**src/rtl/led_frame_writer.sv**
```systemverilog
// ----------------------------------------------------------------------------
// led_frame_writer
//
// Writes a raster-order RGB pixel stream into the back half of a double-
// buffered pixel RAM. The RAM is split into a hi bank (rows 0..ROWS/2-1) and a
// lo bank (the remaining rows). When a complete frame has been written, the
// block requests a buffer swap through selected_buffer. It then stalls the
// stream until the panel reports, through actual_buffer, that it has moved to
// the new buffer. This way the buffer being displayed is never overwritten.
//
// Ports
//   clk              system clock
//   rst              asynchronous reset, active-high
//   s_valid          pixel valid
//   s_ready          writer can accept a pixel (registered)
//   s_data           pixel {blue[23:16], green[15:8], red[7:0]}
//   s_sof            marks the current pixel as the first of a frame
//   wr_addr          RAM write address {buffer, row[3:0], col[4:0]}
//   wr_data          RAM write data (s_data delayed by one cycle)
//   wr_en_hi         write strobe for the hi bank
//   wr_en_lo         write strobe for the lo bank
//   selected_buffer  buffer the panel must display from its next frame start
//   actual_buffer    buffer the panel is currently displaying
//   frame_done       one-cycle pulse when a frame has been fully written
//   sync_err         one-cycle pulse when s_sof arrives mid-frame
// ----------------------------------------------------------------------------
module led_frame_writer #(
    parameter int COLS   = 32,
    parameter int ROWS   = 32,
    parameter int DATA_W = 24
) (
    input  logic                                  clk,
    input  logic                                  rst,
    input  logic                                  s_valid,
    output logic                                  s_ready,
    input  logic [DATA_W-1:0]                     s_data,
    input  logic                                  s_sof,
    output logic [$clog2(COLS)+$clog2(ROWS)-1:0]  wr_addr,
    output logic [DATA_W-1:0]                     wr_data,
    output logic                                  wr_en_hi,
    output logic                                  wr_en_lo,
    output logic                                  selected_buffer,
    input  logic                                  actual_buffer,
    output logic                                  frame_done,
    output logic                                  sync_err
);

    localparam int COL_W  = $clog2(COLS);
    localparam int ROW_W  = $clog2(ROWS);
    localparam int ADDR_W = COL_W + ROW_W;

    localparam logic [COL_W-1:0] COL_MAX = COL_W'(COLS - 1);
    localparam logic [ROW_W-1:0] ROW_MAX = ROW_W'(ROWS - 1);

    typedef enum logic [1:0] {
        ST_IDLE      = 2'd0,
        ST_WRITE     = 2'd1,
        ST_SWAP_WAIT = 2'd2
    } state_t;

    state_t              state_q, state_d;
    logic [COL_W-1:0]    col_q, col_d;
    logic [ROW_W-1:0]    row_q, row_d;
    logic                sel_q, sel_d;
    logic                ready_q, ready_d;
    logic                wr_en_hi_q, wr_en_hi_d;
    logic                wr_en_lo_q, wr_en_lo_d;
    logic [ADDR_W-1:0]   wr_addr_q, wr_addr_d;
    logic [DATA_W-1:0]   wr_data_q, wr_data_d;
    logic                frame_done_q, frame_done_d;
    logic                sync_err_q, sync_err_d;

    logic                accept;
    logic                last_pixel;
    logic                do_wr;
    logic [COL_W-1:0]    wr_col;
    logic [ROW_W-1:0]    wr_row;

    assign accept     = s_valid && ready_q;
    assign last_pixel = (col_q == COL_MAX) && (row_q == ROW_MAX);

    always_comb begin
        state_d      = state_q;
        col_d        = col_q;
        row_d        = row_q;
        sel_d        = sel_q;
        frame_done_d = 1'b0;
        sync_err_d   = 1'b0;
        do_wr        = 1'b0;
        wr_col       = col_q;
        wr_row       = row_q;

        case (state_q)
            ST_IDLE: begin
                // Pixels ahead of the first start-of-frame are dropped.
                if (accept && s_sof) begin
                    do_wr   = 1'b1;
                    wr_col  = '0;
                    wr_row  = '0;
                    col_d   = COL_W'(1);
                    row_d   = '0;
                    state_d = ST_WRITE;
                end
            end

            ST_WRITE: begin
                if (accept) begin
                    do_wr = 1'b1;
                    if (s_sof) begin
                        // Resynchronise: abandon the partial frame. This
                        // pixel becomes (0,0) of a new frame in the same
                        // back buffer, without a swap.
                        wr_col     = '0;
                        wr_row     = '0;
                        col_d      = COL_W'(1);
                        row_d      = '0;
                        sync_err_d = 1'b1;
                    end else if (last_pixel) begin
                        col_d        = '0;
                        row_d        = '0;
                        sel_d        = ~sel_q;
                        frame_done_d = 1'b1;
                        state_d      = ST_SWAP_WAIT;
                    end else if (col_q == COL_MAX) begin
                        col_d = '0;
                        row_d = row_q + ROW_W'(1);
                    end else begin
                        col_d = col_q + COL_W'(1);
                    end
                end
            end

            ST_SWAP_WAIT: begin
                // Hold the stream until the panel has moved onto the buffer
                // that was just written.
                if (actual_buffer == sel_q) begin
                    state_d = ST_IDLE;
                end
            end

            default: begin
                state_d = ST_IDLE;
            end
        endcase

        ready_d = (state_d != ST_SWAP_WAIT);

        // The address targets the back buffer as it was before any toggle
        // in this same cycle. The bank is chosen by the row MSB.
        wr_en_hi_d = do_wr && !wr_row[ROW_W-1];
        wr_en_lo_d = do_wr &&  wr_row[ROW_W-1];
        wr_addr_d  = do_wr ? {~sel_q, wr_row[ROW_W-2:0], wr_col} : wr_addr_q;
        wr_data_d  = do_wr ? s_data : wr_data_q;
    end

    always_ff @(posedge clk or posedge rst) begin
        if (rst) begin
            state_q      <= ST_IDLE;
            col_q        <= '0;
            row_q        <= '0;
            sel_q        <= 1'b0;
            ready_q      <= 1'b0;
            wr_en_hi_q   <= 1'b0;
            wr_en_lo_q   <= 1'b0;
            wr_addr_q    <= '0;
            wr_data_q    <= '0;
            frame_done_q <= 1'b0;
            sync_err_q   <= 1'b0;
        end else begin
            state_q      <= state_d;
            col_q        <= col_d;
            row_q        <= row_d;
            sel_q        <= sel_d;
            ready_q      <= ready_d;
            wr_en_hi_q   <= wr_en_hi_d;
            wr_en_lo_q   <= wr_en_lo_d;
            wr_addr_q    <= wr_addr_d;
            wr_data_q    <= wr_data_d;
            frame_done_q <= frame_done_d;
            sync_err_q   <= sync_err_d;
        end
    end

    assign s_ready         = ready_q;
    assign wr_en_hi        = wr_en_hi_q;
    assign wr_en_lo        = wr_en_lo_q;
    assign wr_addr         = wr_addr_q;
    assign wr_data         = wr_data_q;
    assign selected_buffer = sel_q;
    assign frame_done      = frame_done_q;
    assign sync_err        = sync_err_q;

endmodule

```
**config.mk**
```make
export PLATFORM = sky130hd
export DESIGN_NAME = led_frame_writer
export DESIGN_NICKNAME = d
export VERILOG_FILES = /design/src/rtl/led_frame_writer.sv
export SDC_FILE = /design/constraint.sdc
export NUM_CORES = 1
export LEC_CHECK = 0
export CAP_MARGIN = 20
export CORE_MARGIN = 2
export CORE_UTILIZATION = 30
export DETAILED_ROUTE_END_ITERATION = 10
export PLACE_DENSITY = 0.6
export RECOVER_POWER = 100
export SETUP_SLACK_MARGIN = 0.15
export SYNTH_ARGS = -nofsm -noshare
export SYNTH_HDL_FRONTEND = slang
export SYNTH_SLANG_ARGS = --single-unit
```
**constraint.sdc**
```tcl
create_clock -name clk -period 2.06 [get_ports clk]
set_input_delay 0.515 -clock clk [delete_from_list [all_inputs] [get_ports clk]]
set_output_delay 0.515 -clock clk [all_outputs]
set_load 0.005 [all_outputs]
```
==> flow_summary.ini, run 1 <==
[min_path]
hold_path_class = reg -> reg

[logic_synthesis]
synth_nets = 197
synth_compound_area_share_pct = 11.73
yosys-top-cells-area = dfrtp_1 (61%), mux2_2 (13%), a22o_1 (3.7%), ha_1 (2.3%), o21ai_0 (2.3%)
yosys_warnings = 0
synth_xor_area_share_pct = 0.8211
synth_top_family_by_area = multiplexers
synth-seq-area-share_pct = 61.00
synth.most_common_cell = dfrtp_1
synthAdderAreaFrac_pct = 2.346
synth_edf_count = 0
syn_area_mm2 = 0.002133
yosys.area_share.simple_pct = 8.270
synth.top_cells.by_count = dfrtp_1 (52), mux2_2 (24), o21ai_0 (10), a22o_1 (9)
synth.distinct_cells = 33
yosysTopAreaCell = dfrtp_1
async_flop_share_pct = 100.0
avgSynthCellArea_um2 = 13.01
synthCells = 164
synth_mux_area_share_pct = 13.14
synth_flop_cell = dfrtp_1
yosys.area.top_type_share_pct = 61.00
ys_seq_elements = 52

[job]
drv_cap = 0

[setup_path]
max_stage_delay_ns = 0.56
path_class = in -> reg
crit_arrival_ns = 2.12
cp-start-kind = input pin
slowest_stage = dlygate4sd3_1
cp_max_fo = 24
path_cells = dlygate4sd3_1 -> nand3b_1 -> nor2_1 -> buf_12 -> mux2_2
worstPathRequired_ns = 2.25
cp-end-kind = flop

[clock_network]
cts_sinks = 52
tritoncts = done
clk_latency_ns = 0.30
clk_pin_slew_ns = 0.09
numCtsBuffers = 5
cts_max_level = 2
ctsRootBufferMaster = clkbuf_8
cts_buffer_depth = 2

[pwr]
power.density_mw_per_mm2 = 684.9
ir_drop_v = 0.0002331
leakage_nw = 1.377

[die]
die_x_um = 88.33
fp.dieH_um = 88.33
coreArea_mm2 = 0.006832
start_util_pct = 31.23
fp.dieArea_mm2 = 0.007801
rows = 30
ios = 69

[routing]
via_per_inst = 4.571
via_count = 1577
wire_per_inst_um = 13.62
routed_wl_mm = 4.699
drc = 0
ant_nets = 0
drt_iter0_markers = 37
dr.pass1.iters = 4

[global_routing]
overflow = 0
antenna_found_initial = 0
grt_pass1_wl_mm = 7.783
track_usage_pct = 12.87
grt_max_degree = 53
grt_pass1_vias = 1612

[timing]
finalSetupTns_ns = 0
skew_ns = 0.003977
rsz0062_at_grt = no
layout_min_cycle_time_ns = 1.930
max_slew_margin_pct = 23.17
max_slew.worst_pin.slew_ns = 1.152
finalMaxSlewViolations = 0
period_share_pct = 93.71
fmax_ghz = 0.5180
whs_ns = 0.5030
hold_viol = 0
setup_ws_ns = 0.1296
setup-violations-final = 0

[layout]
diodes = 0
fillerInstances = 680
layout.nets = 281
final_cells = 345
multi_input_area_um2 = 780.7
drive_gt1_share_pct = 18.88
syn2layout_area_growth_pct = 46.63
register_area_mm2 = 0.001301

[placement]
dp.cells = 336
dp_hpwl_mm = 3.383
preCtsSetupSlack_ns = -0.09301
gp_congestion = 0.7868
port_buffers = 68

[outcome]
status = finished, final reports clean
[final timing paths]
path                                           start                     end  slack [ns]  cells after the start
worst max register to register  row_q[0]$_DFFE_PP0P_    row_q[4]$_DFFE_PP0P_        0.21                      5
worst min register to register  row_q[3]$_DFFE_PP0P_    row_q[3]$_DFFE_PP0P_        0.50                      1
min in group asynchronous                        rst  wr_data[7]$_DFFE_PP0P_        0.91                      3
worst max-delay path                         s_valid  wr_data[0]$_DFFE_PP0P_        0.13                      5
worst min-delay path            row_q[3]$_DFFE_PP0P_    row_q[3]$_DFFE_PP0P_        0.50                      1
max in group asynchronous                        rst    col_q[3]$_DFFE_PP0P_        0.45                      3
[cell type report]
type,count,share of cell area (%)
clock buffers,6,2.320
clock inverters,2,1.120
inverters,7,0.8400
repair buffers,83,25.32
flip-flops and latches,52,41.60
multi-input cells,99,24.96
well taps,96,3.840
[critical path: cells and delay by family]
family | cells | cell delay, ns
buffers and inverters | 2 | 0.76
AND/OR/NAND/NOR | 2 | 0.46
multiplexers | 1 | 0.36
[registers in the layout (all words and copies together), names as in the netlist]
signal / count
col_q: 5
frame_done: 1
row_q: 5
s_ready: 1
selected_buffer: 1
state_q: 2
sync_err: 1
wr_addr: 10
wr_data: 24
wr_en_hi: 1
wr_en_lo: 1
[layer usage]
| layer | routed length, µm | vias up | GRT usage [%] |
|---|---|---|---|
| met2 | 2299 | 40 | 20.71 |
| met1 | 2180 | 766 | 17.28 |
| met4 | 43 | 0 | 4.132 |
| met5 | 0 | - | 0 |
| met3 | 175 | 2 | 2.985 |
| li1 | - | 769 | - |
[kinds of logic (layout without fill, tap and decap cells)]
kind of cell	count (synthesis)	after routing
fa+ha+maj	4	4
compound gates	38	38
flops	52	52
mux	25	25
simple gates	30	30
buf+inv	13	98
xor+xnor	2	2
[per-stage QoR]
step                utilization, %  power, mW  instance area (µm²)
finish                       45.79      2.142                 3128
global route                 45.79      2.259                 3128
CTS                          46.01      2.218                 3143
detailed placement           44.43      1.511                 3035
global placement             44.43      1.506                 3035
floorplan                        -      1.278                 2133
[placed cells by master (no fill, tap or decap), drive strengths merged, types with 3 or more instances in the layout]
master / n
buf: 10
and3: 3
inv: 6
o31ai: 3
clkdlybuf4s50: 27
dfrtp: 52
nand2: 6
a22o: 9
a21oi: 7
ha: 4
dlygate4sd3: 41
nor2: 6
o21ai: 12
clkbuf: 11
nand3: 4
mux2: 24
[where the power goes]
| part | leakage [nW] | internal (mW) | switching [mW] | total [mW] |
|---|---|---|---|---|
| Sequential | 0.648 | 1.09 | 0.0398 | 1.13 |
| Clock | 0.0552 | 0.361 | 0.329 | 0.690 |
| Combinational | 0.674 | 0.202 | 0.120 | 0.322 |
[repair_timing]
item,in CTS,in global routing
setup endpoints to repair,0,6
setup buffers,0,1
resized for setup,0,4
hold buffers,0,0
Power figures use the tool's default switching activity.
==> run 2: changes to the inputs <==
--- a/config.mk
+++ b/config.mk
@@ -5,11 +5,12 @@
 export SDC_FILE = /design/constraint.sdc
 export NUM_CORES = 1
 export LEC_CHECK = 0
+export ABC_AREA = 1
 export CAP_MARGIN = 20
 export CORE_MARGIN = 2
 export CORE_UTILIZATION = 30
 export DETAILED_ROUTE_END_ITERATION = 10
-export PLACE_DENSITY = 0.6
+export PLACE_DENSITY = 0.59
 export RECOVER_POWER = 100
 export SETUP_SLACK_MARGIN = 0.15
 export SYNTH_ARGS = -nofsm -noshare
==> flow_summary.ini, run 2 <==
[outcome]
status = finished, final reports clean

[logic_synthesis]
synthAdderAreaFrac_pct = 2.201
synth_top_family_by_area = simple AND/OR/NAND/NOR gates
yosys_warnings = 0
synth.most_common_cell = nand2_1
avgSynthCellArea_um2 = 9.022
yosysTopAreaCell = dfrtp_1
synth.top_cells.by_count = nand2_1 (115), dfrtp_1 (52), inv_1 (21), o21ai_0 (13), nor2_1 (10)
ys_seq_elements = 52
synth_flop_cell = dfrtp_1
synthCells = 252
synth_compound_area_share_pct = 4.073
yosys-top-cells-area = dfrtp_1 (57%), nand2_1 (19%), inv_1 (3.5%), buf_6 (3.0%), o21ai_0 (2.9%)
synth_mux_area_share_pct = 0.4403
syn_area_mm2 = 0.002273
synth_edf_count = 0
synth-seq-area-share_pct = 57.24
synth_xor_area_share_pct = 1.156
synth.distinct_cells = 27
synth_nets = 285
async_flop_share_pct = 100.0
yosys.area.top_type_share_pct = 57.24
yosys.area_share.simple_pct = 27.90

[clock_network]
cts_max_level = 2
tritoncts = done
numCtsBuffers = 5
cts_hold_buf = 0
ctsRootBufferMaster = clkbuf_8
cts_setup_buffers = 0
cts_buffer_depth = 2
postCtsResizedCells = 0
cts_sinks = 52
clk_latency_ns = 0.30
clk_pin_slew_ns = 0.09

[layout]
diodes = 0
fillerInstances = 757
layout_commonest_cell = nand2_1
final_cell_mix = nand2_1 (116), dfrtp_1 (52), dlygate4sd3_1 (40)
syn2layout_area_growth_pct = 37.75
layout.nets = 358
largest_reg_flops = 24
drive_gt1_share_pct = 6.135
finalInstanceArea_mm2 = 0.003132
final_util_pct = 42.95

[pwr]
ir_drop_v = 0.0002789
leakage_nw = 1.600
power.total_mw = 2.159
power.density_mw_per_mm2 = 689.5

[routing]
via_count = 1816
wire_per_inst_um = 12.33
dr.pass1.iters = 4
via_per_inst = 4.273
drc = 0
drt_iter0_markers = 40
ant_nets = 0
routed_wl_mm = 5.239

[placement]
gp_congestion = 0.8693
dpl_cell_area_mm2 = 0.003065
preCtsSetupSlack_ns = 0.03560
port_buffers = 68
dp_hpwl_mm = 3.698

[timing]
layout_min_cycle_time_ns = 1.832
setup-violations-final = 0
period_share_pct = 88.96
setup_ws_ns = 0.2275
finalSetupTns_ns = 0
fmax_ghz = 0.5457
skew_ns = 0.005771
rsz0062_at_grt = no
max_slew.worst_pin.slew_ns = 1.165
max_slew_margin_pct = 22.34
finalMaxSlewViolations = 0
hold_viol = 0

[die]
rows = 31
fp.dieH_um = 91.05
fp.dieArea_mm2 = 0.008290
ios = 69
coreArea_mm2 = 0.007292
die_x_um = 91.05
start_util_pct = 31.18

[setup_path]
max_stage_delay_ns = 0.59
cp-end-kind = primary output
path_cells = dlygate4sd3_1
path_buf_inv = 1
slowest_stage = dlygate4sd3_1
path_class = reg -> out
cp_max_fo = 4
cp-start-kind = flop
critPathTopFamily = buffers and inverters
worstPathRequired_ns = 1.54
crit_arrival_ns = 1.32

[global_routing]
track_usage_pct = 12.92
overflow = 0
grt_max_degree = 53
grt_pass1_vias = 1740
antenna_found_initial = 0
grt_pass1_wl_mm = 8.638

[min_path]
hold_path_class = reg -> reg

[job]
drv_cap = 0
-- run 2: cell types whose count changed after synthesis, moves of 3 or more --
cell      delta
a21oi_1      -6
a22o_1       -9
and3_1       -3
buf_6        +6
clkbuf_1     -3
inv_1       +14
mux2_2      -24
nand2_1    +109
nand3_1      +5
nor2_1       +4
o21ai_0      +3
o31ai_1      -3
-- run 2: routing by layer --
metal | vias up | global-route usage, % | share of wire, %
met1 | 817 | 18.68 | 51
met5 | - | 0 | 0
met2 | 72 | 18.95 | 41
li1 | 921 | - | -
met3 | 6 | 3.983 | 7.0
met4 | 0 | 3.030 | 1.0
-- run 2: tightest hold or removal path, delay by kind of cell (launching register included) --
kind / cells / cell delay (ns)
DFF: 1 / 0.34
and+or+nand+nor: 2 / 0.10
-- run 2: logic make-up after synthesis --
logic type                 count (synthesis)
AOI/OAI and AO/OA                         17
xor gates and xnor gates                   3
adders and majority gates                  4
buffers and inverters                     29
DFF                                       52
muxes                                      1
and+or+nand+nor                          146
-- run 2: area by class of cell --
type / instances / area, µm² / share of cell area [%]
clock buffers: 7 / 86.33 / 2.757
clock inverters: 1 / 7.507 / 0.2397
inverters: 23 / 88.84 / 2.837
multi-input cells: 171 / 803.3 / 25.65
flip-flops and latches: 52 / 1301 / 41.55
well taps: 99 / 123.9 / 3.955
repair buffers: 72 / 720.7 / 23.01
-- run 2: path summary, 6_finish.rpt --
| check | slack [ns] | cells past startpoint | to | from |
|---|---|---|---|---|
| max | 0.23 | 1 | selected_buffer | selected_buffer$_DFFE_PP0P_ |
| min | 0.47 | 2 | wr_data[19]$_DFFE_PP0P_ | wr_data[19]$_DFFE_PP0P_ |
| max reg2reg | 0.38 | 10 | state_q[1]$_DFF_PP0_ | col_q[0]$_DFFE_PP0P_ |
| min reg2reg | 0.47 | 2 | wr_data[19]$_DFFE_PP0P_ | wr_data[19]$_DFFE_PP0P_ |
| max in group asynchronous | 0.44 | 3 | state_q[0]$_DFF_PP0_ | rst |
| min in group asynchronous | 0.91 | 3 | wr_data[5]$_DFFE_PP0P_ | rst |
-- run 2: power by group --
| group | total [mW] | switching, mW | internal (mW) |
|---|---|---|---|
| registers | 1.17 | 0.0602 | 1.11 |
| clock network | 0.604 | 0.330 | 0.274 |
| logic | 0.384 | 0.181 | 0.203 |
-- run 2: metrics by stage --
| step | std cells | hold slack (ns) |
|---|---|---|
| finish | 425 | 0.4713 |
| global route | 425 | 0.5029 |
| CTS | 425 | 0.4829 |
| detailed placement | 417 | 0.4592 |
| global placement | 417 | 0.4521 |
| floorplan | 252 | 0.4491 |
==> run 3: changes to the inputs <==
--- a/config.mk
+++ b/config.mk
@@ -5,12 +5,11 @@
 export SDC_FILE = /design/constraint.sdc
 export NUM_CORES = 1
 export LEC_CHECK = 0
-export ABC_AREA = 1
 export CAP_MARGIN = 20
 export CORE_MARGIN = 2
 export CORE_UTILIZATION = 30
 export DETAILED_ROUTE_END_ITERATION = 10
-export PLACE_DENSITY = 0.59
+export PLACE_DENSITY = 0.6
 export RECOVER_POWER = 100
 export SETUP_SLACK_MARGIN = 0.15
 export SYNTH_ARGS = -nofsm -noshare
==> constraint.sdc (replaced) <==
create_clock -name clk -period 1.7 [get_ports clk]
set_input_delay 0.425 -clock clk [delete_from_list [all_inputs] [get_ports clk]]
set_output_delay 0.425 -clock clk [all_outputs]
set_load 0.005 [all_outputs]
==> flow_summary.ini, run 3 (synthesis gave the netlist of run 1 again) <==
[layout]
drive_gt1_share_pct = 34.52
largest_reg_flops = 24
syn2layout_area_growth_pct = 64.11
register_area_mm2 = 0.001301
multi_input_area_um2 = 968.4
diodes = 0
final_cells = 377
fillerInstances = 652
layout_commonest_cell = dfrtp_1
layout.nets = 313
final_cell_mix = dfrtp_1 (52), dlygate4sd2_1 (41), clkdlybuf4s50_1 (25)

[global_routing]
grt_max_degree = 32
grt_pass1_vias = 1845
antenna_found_initial = 0
track_usage_pct = 14.72
overflow = 0
grt_pass1_wl_mm = 8.838

[routing]
via_per_inst = 4.671
wl_met3_um = 344
routed_wl_mm = 5.703
dr.max_layer_used = met4
wire_per_inst_um = 15.13
dr.pass1.iters = 2
drc = 0
ant_nets = 0
route.met2.wl_mm = 2.731
drt_iter0_markers = 19
met1Wirelength_mm = 2.571
via_count = 1761

[timing]
layout_min_cycle_time_ns = 1.696
max_slew_margin_pct = 63.95
rsz0062_at_grt = yes
period_share_pct = 99.78
finalMaxSlewViolations = 0
fmax_ghz = 0.5895
max_slew.worst_pin.slew_ns = 0.5378
skew_ns = 0.007004
setup-violations-final = 0
finalSetupTns_ns = 0
hold_viol = 0

[min_path]
hold_path_class = reg -> reg

[die]
fp.dieArea_mm2 = 0.007801
coreArea_mm2 = 0.006832
ios = 69
fp.dieH_um = 88.33
rows = 30
start_util_pct = 31.23
die_x_um = 88.33

[job]
drv_cap = 0

[outcome]
status = finished, final reports clean

[setup_path]
path_class = reg -> reg
path_cells = ha_2 -> and3_4 -> ha_4 -> o211ai_1 -> or4b_4 -> mux2i_1
crit_arrival_ns = 1.93
cp-end-kind = flop
critPathTopFamily = simple AND/OR/NAND/NOR gates
path_buf_inv = 0
worstPathRequired_ns = 1.93
cp-start-kind = flop
cp_max_fo = 5
max_stage_delay_ns = 0.49
slowest_stage = or4b_4

[pwr]
clockPowerShare_pct = 27.8
power_switching_mw = 0.6507
ir_drop_v = 0.0002875
seq_power_share_pct = 53.3
p_int_mw = 1.910
leakage_nw = 1.693
power.density_mw_per_mm2 = 731.6
switching_share_pct = 25.41
p_comb_share_pct = 19.0

[clock_network]
tritoncts = done
clk_pin_slew_ns = 0.10
clk_latency_ns = 0.31
numCtsBuffers = 5
cts_max_level = 2
cts_hold_buf = 0
cts_buffer_depth = 2
ctsRootBufferMaster = clkbuf_8
cts_sinks = 52

[placement]
dp.cells = 345
port_buffers = 68
gp_congestion = 0.7687
dp_hpwl_mm = 3.547
-- run 3: cell count changes in the layout (fill, tap and decap cells not counted), moves of 5 or more --
cell / before / now
dlygate4sd2_1: 0 / 41
buf_4: 2 / 23
mux2_4: 0 / 24
o21ai_0: 15 / 9
clkbuf_4: 0 / 5
a22o_1: 0 / 9
nor2_1: 10 / 3
nand3_1: 9 / 4
dlygate4sd3_1: 40 / 1
buf_6: 0 / 9
inv_1: 20 / 6
nand2_1: 116 / 5
-- run 3: power groups by stage --
stage / sequential, mW / clock [mW] / combinational [mW]
6_report: 1.36 / 0.711 / 0.486
5_1_grt: 1.37 / 0.788 / 0.536
2_1_floorplan: 1.40 / 0 / 0.152
3_5_place_dp: 1.39 / 0 / 0.465
4_1_cts: 1.36 / 0.737 / 0.487
3_3_place_gp: 1.39 / 0 / 0.460
-- run 3: final cells by class --
cell class / count / area share (%)
flip-flops and latches: 52 / 37.17
repair buffers: 115 / 28.45
inverters: 7 / 0.7863
multi-input cells: 99 / 27.66
clock inverters: 3 / 0.5361
well taps: 96 / 3.431
clock buffers: 5 / 1.966
-- run 3: routing by layer --
metal  track usage, %  up-vias
li1                 -      831
met1            18.86      867
met2            24.47       57
met3            4.011        6
met4            4.408        0
met5                0        -
-- run 3: final timing paths --
path                                   startpoint  slack (ns)  depth (start not counted)                 endpoint
min in group asynchronous                     rst        0.57                          2  wr_data[21]$_DFFE_PP0P_
min                        wr_addr[2]$_DFFE_PP0P_        0.51                          1   wr_addr[2]$_DFFE_PP0P_
max                          col_q[1]$_DFFE_PP0P_       0.004                          6     row_q[3]$_DFFE_PP0P_
max in group asynchronous                     rst        0.31                          3  wr_data[11]$_DFFE_PP0P_
min reg2reg                wr_addr[2]$_DFFE_PP0P_        0.51                          1   wr_addr[2]$_DFFE_PP0P_
max reg2reg                  col_q[1]$_DFFE_PP0P_       0.004                          6     row_q[3]$_DFFE_PP0P_
-- run 3: worst register-to-register path, delay by kind of cell (launching register included) --
family                     cells  cell delay [ns]
adders and majority gates      2             0.35
and+or+nand+nor                2             0.68
DFF                            1             0.37
AOI/OAI and AO/OA              1             0.11
muxes                          1             0.13
-- run 3: repair_timing --
item / 4_1_cts / 5_1_grt
buffers inserted: 16 / 5
resized for setup: 80 / 25
pin swaps: 9 / 8
endpoints found under the setup margin: 74 / 37
gates cloned: 2 / 1
-- run 3: metrics by stage --
stage	area, µm²	setup slack, ns	hold WS (ns)	power (mW)	util [%]
after global routing	3501	-0.06566	0.5200	2.697	51.25
after floorplan	2155	0.02451	0.4533	1.551	-
after detailed placement	3122	-0.4105	0.4841	1.855	45.70
after global placement	3122	-0.3787	0.4829	1.846	45.70
final	3501	0.003714	0.5104	2.561	51.25
after CTS	3483	-0.02982	0.4195	2.587	50.99
